===== src/rtl/thermostat_packet_tx.sv =====
// Thermostat packet transmitter.
// Captures the packet fields on an accepted start and sends the 192-bit frame
// MSB first as a Manchester-encoded line. A 1 is sent as high then low, and a
// 0 is sent as low then high. After the last bit the line stays low for a
// fixed gap, and then done pulses for one cycle.
module thermostat_packet_tx #(
    parameter int          HALF_BIT_CYCLES = 4,
    parameter int          GAP_CYCLES      = 16,
    parameter logic [31:0] PREAMBLE        = 32'hAAAAAAAA,
    parameter logic [15:0] TYPE_WORD       = 16'hD391,
    parameter logic [31:0] CONSTANT        = 32'h0DFFFFFE
) (
    input  logic        clock,
    input  logic        reset,
    input  logic        start,
    input  logic [31:0] thermostat_id,
    input  logic [15:0] room_temp,
    input  logic [15:0] set_temp,
    input  logic [7:0]  state,
    input  logic [7:0]  tail_1,
    input  logic [7:0]  tail_2,
    input  logic [7:0]  tail_3,
    output logic        tx_out,
    output logic        busy,
    output logic        done
);

    localparam int HW = $clog2(HALF_BIT_CYCLES) + 1;
    localparam int GW = $clog2(GAP_CYCLES + 1) + 1;
    localparam logic [HW-1:0] HALF_LAST = HW'(HALF_BIT_CYCLES - 1);
    // When there is no gap, the gap terminal value is never used. It is kept
    // at zero so that the localparam stays legal.
    localparam logic [GW-1:0] GAP_LAST  = (GAP_CYCLES > 0) ? GW'(GAP_CYCLES - 1) : '0;
    localparam logic [7:0]    BIT_LAST  = 8'd191;

    typedef enum logic [1:0] {
        S_IDLE,
        S_SEND,
        S_GAP,
        S_DONE
    } fsm_t;

    fsm_t           fsm_q, fsm_d;
    logic [191:0]   shift_q, shift_d;
    logic [HW-1:0]  half_q, half_d;
    logic           phase_q, phase_d;
    logic [7:0]     bit_q, bit_d;
    logic [GW-1:0]  gap_q, gap_d;
    logic           tx_q, tx_d;
    logic           busy_q, busy_d;
    logic           done_q, done_d;
    logic [191:0]   frame_w;

    assign frame_w = {PREAMBLE, TYPE_WORD, thermostat_id, TYPE_WORD, CONSTANT,
                      room_temp, set_temp, state, tail_1, tail_2, tail_3};

    assign tx_out = tx_q;
    assign busy   = busy_q;
    assign done   = done_q;

    // State and datapath registers. Reset aborts any frame in progress at once.
    always_ff @(posedge clock or posedge reset) begin
        if (reset) begin
            fsm_q   <= S_IDLE;
            shift_q <= '0;
            half_q  <= '0;
            phase_q <= 1'b0;
            bit_q   <= '0;
            gap_q   <= '0;
            tx_q    <= 1'b0;
            busy_q  <= 1'b0;
            done_q  <= 1'b0;
        end else begin
            fsm_q   <= fsm_d;
            shift_q <= shift_d;
            half_q  <= half_d;
            phase_q <= phase_d;
            bit_q   <= bit_d;
            gap_q   <= gap_d;
            tx_q    <= tx_d;
            busy_q  <= busy_d;
            done_q  <= done_d;
        end
    end

    // Next-state logic. The line level for the next cycle is computed here,
    // so the output register changes on the same edge as the half-bit
    // boundary. This leaves no bubble between bits.
    always_comb begin
        fsm_d   = fsm_q;
        shift_d = shift_q;
        half_d  = half_q;
        phase_d = phase_q;
        bit_d   = bit_q;
        gap_d   = gap_q;
        tx_d    = tx_q;
        busy_d  = busy_q;
        done_d  = 1'b0;

        case (fsm_q)
            S_IDLE: begin
                tx_d   = 1'b0;
                busy_d = 1'b0;
                if (start) begin
                    fsm_d   = S_SEND;
                    shift_d = frame_w;
                    half_d  = '0;
                    phase_d = 1'b0;
                    bit_d   = '0;
                    tx_d    = frame_w[191];
                    busy_d  = 1'b1;
                end
            end

            S_SEND: begin
                busy_d = 1'b1;
                if (half_q == HALF_LAST) begin
                    half_d = '0;
                    if (!phase_q) begin
                        // Mid-bit transition: send the inverse half.
                        phase_d = 1'b1;
                        tx_d    = ~shift_q[191];
                    end else begin
                        phase_d = 1'b0;
                        if (bit_q == BIT_LAST) begin
                            tx_d  = 1'b0;
                            gap_d = '0;
                            if (GAP_CYCLES == 0) begin
                                fsm_d  = S_DONE;
                                busy_d = 1'b0;
                                done_d = 1'b1;
                            end else begin
                                fsm_d = S_GAP;
                            end
                        end else begin
                            shift_d = {shift_q[190:0], 1'b0};
                            bit_d   = bit_q + 8'd1;
                            tx_d    = shift_q[190];
                        end
                    end
                end else begin
                    half_d = half_q + 1'b1;
                end
            end

            S_GAP: begin
                tx_d   = 1'b0;
                busy_d = 1'b1;
                if (gap_q == GAP_LAST) begin
                    fsm_d  = S_DONE;
                    busy_d = 1'b0;
                    done_d = 1'b1;
                end else begin
                    gap_d = gap_q + 1'b1;
                end
            end

            S_DONE: begin
                // Start is ignored here. Back-to-back frames restart only
                // from IDLE on the following cycle.
                fsm_d  = S_IDLE;
                tx_d   = 1'b0;
                busy_d = 1'b0;
            end

            default: begin
                fsm_d  = S_IDLE;
                tx_d   = 1'b0;
                busy_d = 1'b0;
            end
        endcase
    end

endmodule


===== config.mk =====
export PLATFORM = sky130hd
export DESIGN_NAME = thermostat_packet_tx
export DESIGN_NICKNAME = d
export VERILOG_FILES = /design/src/rtl/thermostat_packet_tx.sv
export SDC_FILE = /design/constraint.sdc
export NUM_CORES = 1
export LEC_CHECK = 0
export CELL_PAD_IN_SITES_DETAIL_PLACEMENT = 0
export CELL_PAD_IN_SITES_GLOBAL_PLACEMENT = 2
export CORE_AREA = 2 2 138 207
export CTS_CLUSTER_DIAMETER = 150
export DETAILED_ROUTE_END_ITERATION = 7
export DIE_AREA = 0 0 140 209
export GPL_TIMING_DRIVEN = 1
export HOLD_SLACK_MARGIN = 0.15
export PLACE_DENSITY_LB_ADDON = 0.15
export SLEW_MARGIN = 20
export SYNTH_ARGS = -nofsm -noshare
export SYNTH_HDL_FRONTEND = slang
export SYNTH_SLANG_ARGS = --single-unit

===== constraint.sdc =====
create_clock -name clock -period 7.4 [get_ports clock]
set_clock_uncertainty 0.1 [all_clocks]
set_input_delay 1.48 -clock clock [delete_from_list [all_inputs] [get_ports clock]]
set_output_delay 1.48 -clock clock [all_outputs]
set_load 0.01 [all_outputs]

==> flow_summary.yaml <==
run_status:
  status: "completed"
sta:
  worst_pin_slew_ns: 1.02
  setup_ws_ns: 3.24
  fin_hold_ws_ns: 0.387
  finalHoldViolations: 0
  setup_tns_ns: 0
  slew_headroom_pct: 32.3
  rsz0062_at_grt: "no"
  fin_crit_ns: 4.16
  fmax_ghz: 0.240
  fin_crit_sh_pct: 56.3
  setup_viol: 0
  slew_viol_final: 0
clock_network:
  tritoncts: "built"
  clock-sinks: 215
  cts-buffers-inserted: 24
  path_clk_slew_ns: 0.06
  htreeDepth: 1
  clockBufferDepth: 3
  cts_hold_buf: 0
  clk_latency_ns: 0.51
  root_buffer: "clkbuf_16"
  cts.repair.resized: 0
  postCtsSetupRepairBufs: 0
worst_setup_path:
  reg2reg_from: "fsm_q[1]$_DFFE_PP0P_"
  critPathArrivalTime_ns: 4.44
  startpoint_type: "register"
  crit_path_end_kind: "register"
  r2r_cells: 7
  cp_max_fo: 103
  r2r_end: "bit_q[2]$_DFFE_PP0P_"
  endpoint: "bit_q[2]$_DFFE_PP0P_"
  criticalPathCategory: "register to register"
  critPathLaunch: "fsm_q[1]$_DFFE_PP0P_"
  required_ns: 7.68
  r2r_slack_ns: 3.24
placed_design:
  placed_area_um2: 10500
  io_buffer_count: 101
  dp_slack_ns: 2.83
  dp_hpwl_um: 12800
  gp_congestion: 0.712
routing:
  vias: 6528
  wl_per_cell_um: 17.7
  detail-route-antenna-nets: 0
  route.detailed.drc: 0
  viasPerCell: 5.37
  wl_um: 21500
  drt_iter0_markers: 308
  drtPass1Iterations: 6
layout:
  design_area_um2: 11200
  area_growth_pct: 21.9
  postLayoutCoreUtil_pct: 40.6
  fin_nets: 959
  n_antenna_cell: 0
  fillers: 2619
  drive_above_1_share_pct: 6.09
logic_synthesis:
  synth_fp_nets: 888
  ys.flop_type: "dfrtp_1"
  ys_ff_latch: 215
  ys_seq_area_share_pct: 58.4
  async_flop_share_pct: 100
  yosysWarnings: 0
  netlist_area_um2: 9210
  synth-edff-count: 0
  ys_types: 41
  syn_area_per_cell_um2: 11.8
  synthCells: 782
worst_hold_path:
  min_path_type: "register to register"
global_route:
  grt_antenna_before_repair: 0
  grt_max_degree: 131
  grt_use_total_pct: 14.8
  gr-total-overflow: 0
  first_global_vias: 6807
  grt_pass1_wl_um: 35700
die:
  ios: 102
  dieArea_um2: 29300
  coreArea_um2: 27700
  rows: 75
  die_x_um: 140
  die_h_um: 209
  start_util_pct: 33.3
pwr:
  ir_worst_vdd_v: 0.000135
  power_density_nw_per_um2: 217
  p_leak_nw: 5.42
flow_run:
  drv_cap: 0
## critical path: stages (launching register included)
cell      delay [ns]
dfrtp_1         0.39
inv_1           0.14
ha_4            0.80
clkinv_1        0.58
nand2_4         0.47
and2_4          0.83
buf_4           0.51
o22ai_1         0.16
## routing by layer
metal | wire (um) | global-route usage, % | share of wire (%) | vias to the layer above
li1 | - | - | - | 3040
met5 | 0 | 0 | 0 | -
met3 | 1010 | 2.93 | 4.7 | 25
met1 | 9530 | 19.3 | 44 | 3349
met2 | 10600 | 25.1 | 49 | 114
met4 | 357 | 4.21 | 1.7 | 0
## registers in the layout, summed over array words and instances, names as in the netlist
name and cells:
bit_q 8, busy 1, done 1, fsm_q 2
gap_q 6, half_q 3, phase_q 1, shift_q 192
tx_out 1
## where the power goes
part	leakage (nW)	switching (mW)	internal, mW
Sequential	2.97	0	1.18
Clock	0.377	0.470	0.710
Combinational	2.07	0.0335	0.0482
## cells by family (layout without fill, tap and decap cells)
family          count (synthesis)  in the layout  share of synthesized area, %
compound gates                231            231                          17.1
fa+ha+maj                       7              7                         0.951
buf+inv                        72            160                          3.73
flops                         215            215                          58.4
mux                           102            102                          11.1
simple gates                  155            155                          8.69
## how the worst min path moves through the flow
stage / to / from / cells after the start
2_1_floorplan: shift_q[144]$_DFFE_PP0P_ / shift_q[143]$_DFFE_PP0P_ / 1
3_3_place_gp: shift_q[153]$_DFFE_PP0P_ / shift_q[152]$_DFFE_PP0P_ / 1
3_5_place_dp: shift_q[153]$_DFFE_PP0P_ / shift_q[152]$_DFFE_PP0P_ / 1
4_1_cts: shift_q[153]$_DFFE_PP0P_ / shift_q[152]$_DFFE_PP0P_ / 1
5_1_grt: shift_q[144]$_DFFE_PP0P_ / shift_q[143]$_DFFE_PP0P_ / 1
6_report: shift_q[153]$_DFFE_PP0P_ / shift_q[152]$_DFFE_PP0P_ / 1
## layout by cell type, fill, tap and decap left out, types with 2 or more instances in the layout
cell,instances
dfrtp_1,215
o21ai_0,106
nand3_1,104
clkdlybuf4s50_1,101
mux2i_1,100
o22a_1,59
a22o_1,40
clkbuf_16,25
nand2_1,16
a21oi_1,9
clkbuf_1,9
buf_4,8
o31ai_1,6
ha_1,6
nor2_1,5
inv_1,5
nand2b_1,5
or4_1,4
nor3_1,4
clkinv_2,4
nand3b_1,2
mux2_2,2
nor2b_1,2
o31a_1,2
clkinvlp_4,2
nand4b_1,2
or3_1,2
clkbuf_8,2
bufinv_16,2
## cells in the mapped netlist (all sizes together) (4+ instances only)
cell	instances	area share, %
dfrtp	215	58
o21ai	106	5.8
nand3	105	5.7
mux2i	100	11
o22a	59	5.6
clkbuf	42	1.7
a22o	40	3.8
buf	23	1.7
nand2	17	0.69
a21oi	9	0.49
ha	7	0.95
inv	6	0.24
o31ai	6	0.49
nand2b	5	0.34
nor2	5	0.20
nor3	4	0.22
or4	4	0.33
## cell type report
type,instances,area (um^2),area share (%)
timing repair buffer,110,1090,9.71
inverter,7,30.0,0.267
sequential,215,5380,47.9
multi-input combinational,495,3530,31.4
clock inverter,7,87.6,0.780
clock buffer,36,687,6.11
tap,346,433,3.85
## stage by stage
stage                     total power, mW  cells
after floorplan                      1.22    782
after global placement               1.28   1173
after detailed placement             1.28   1173
after CTS                            2.49   1216
after global routing                 2.54   1216
final                                2.44   1216
Power figures use the tool's default switching activity.
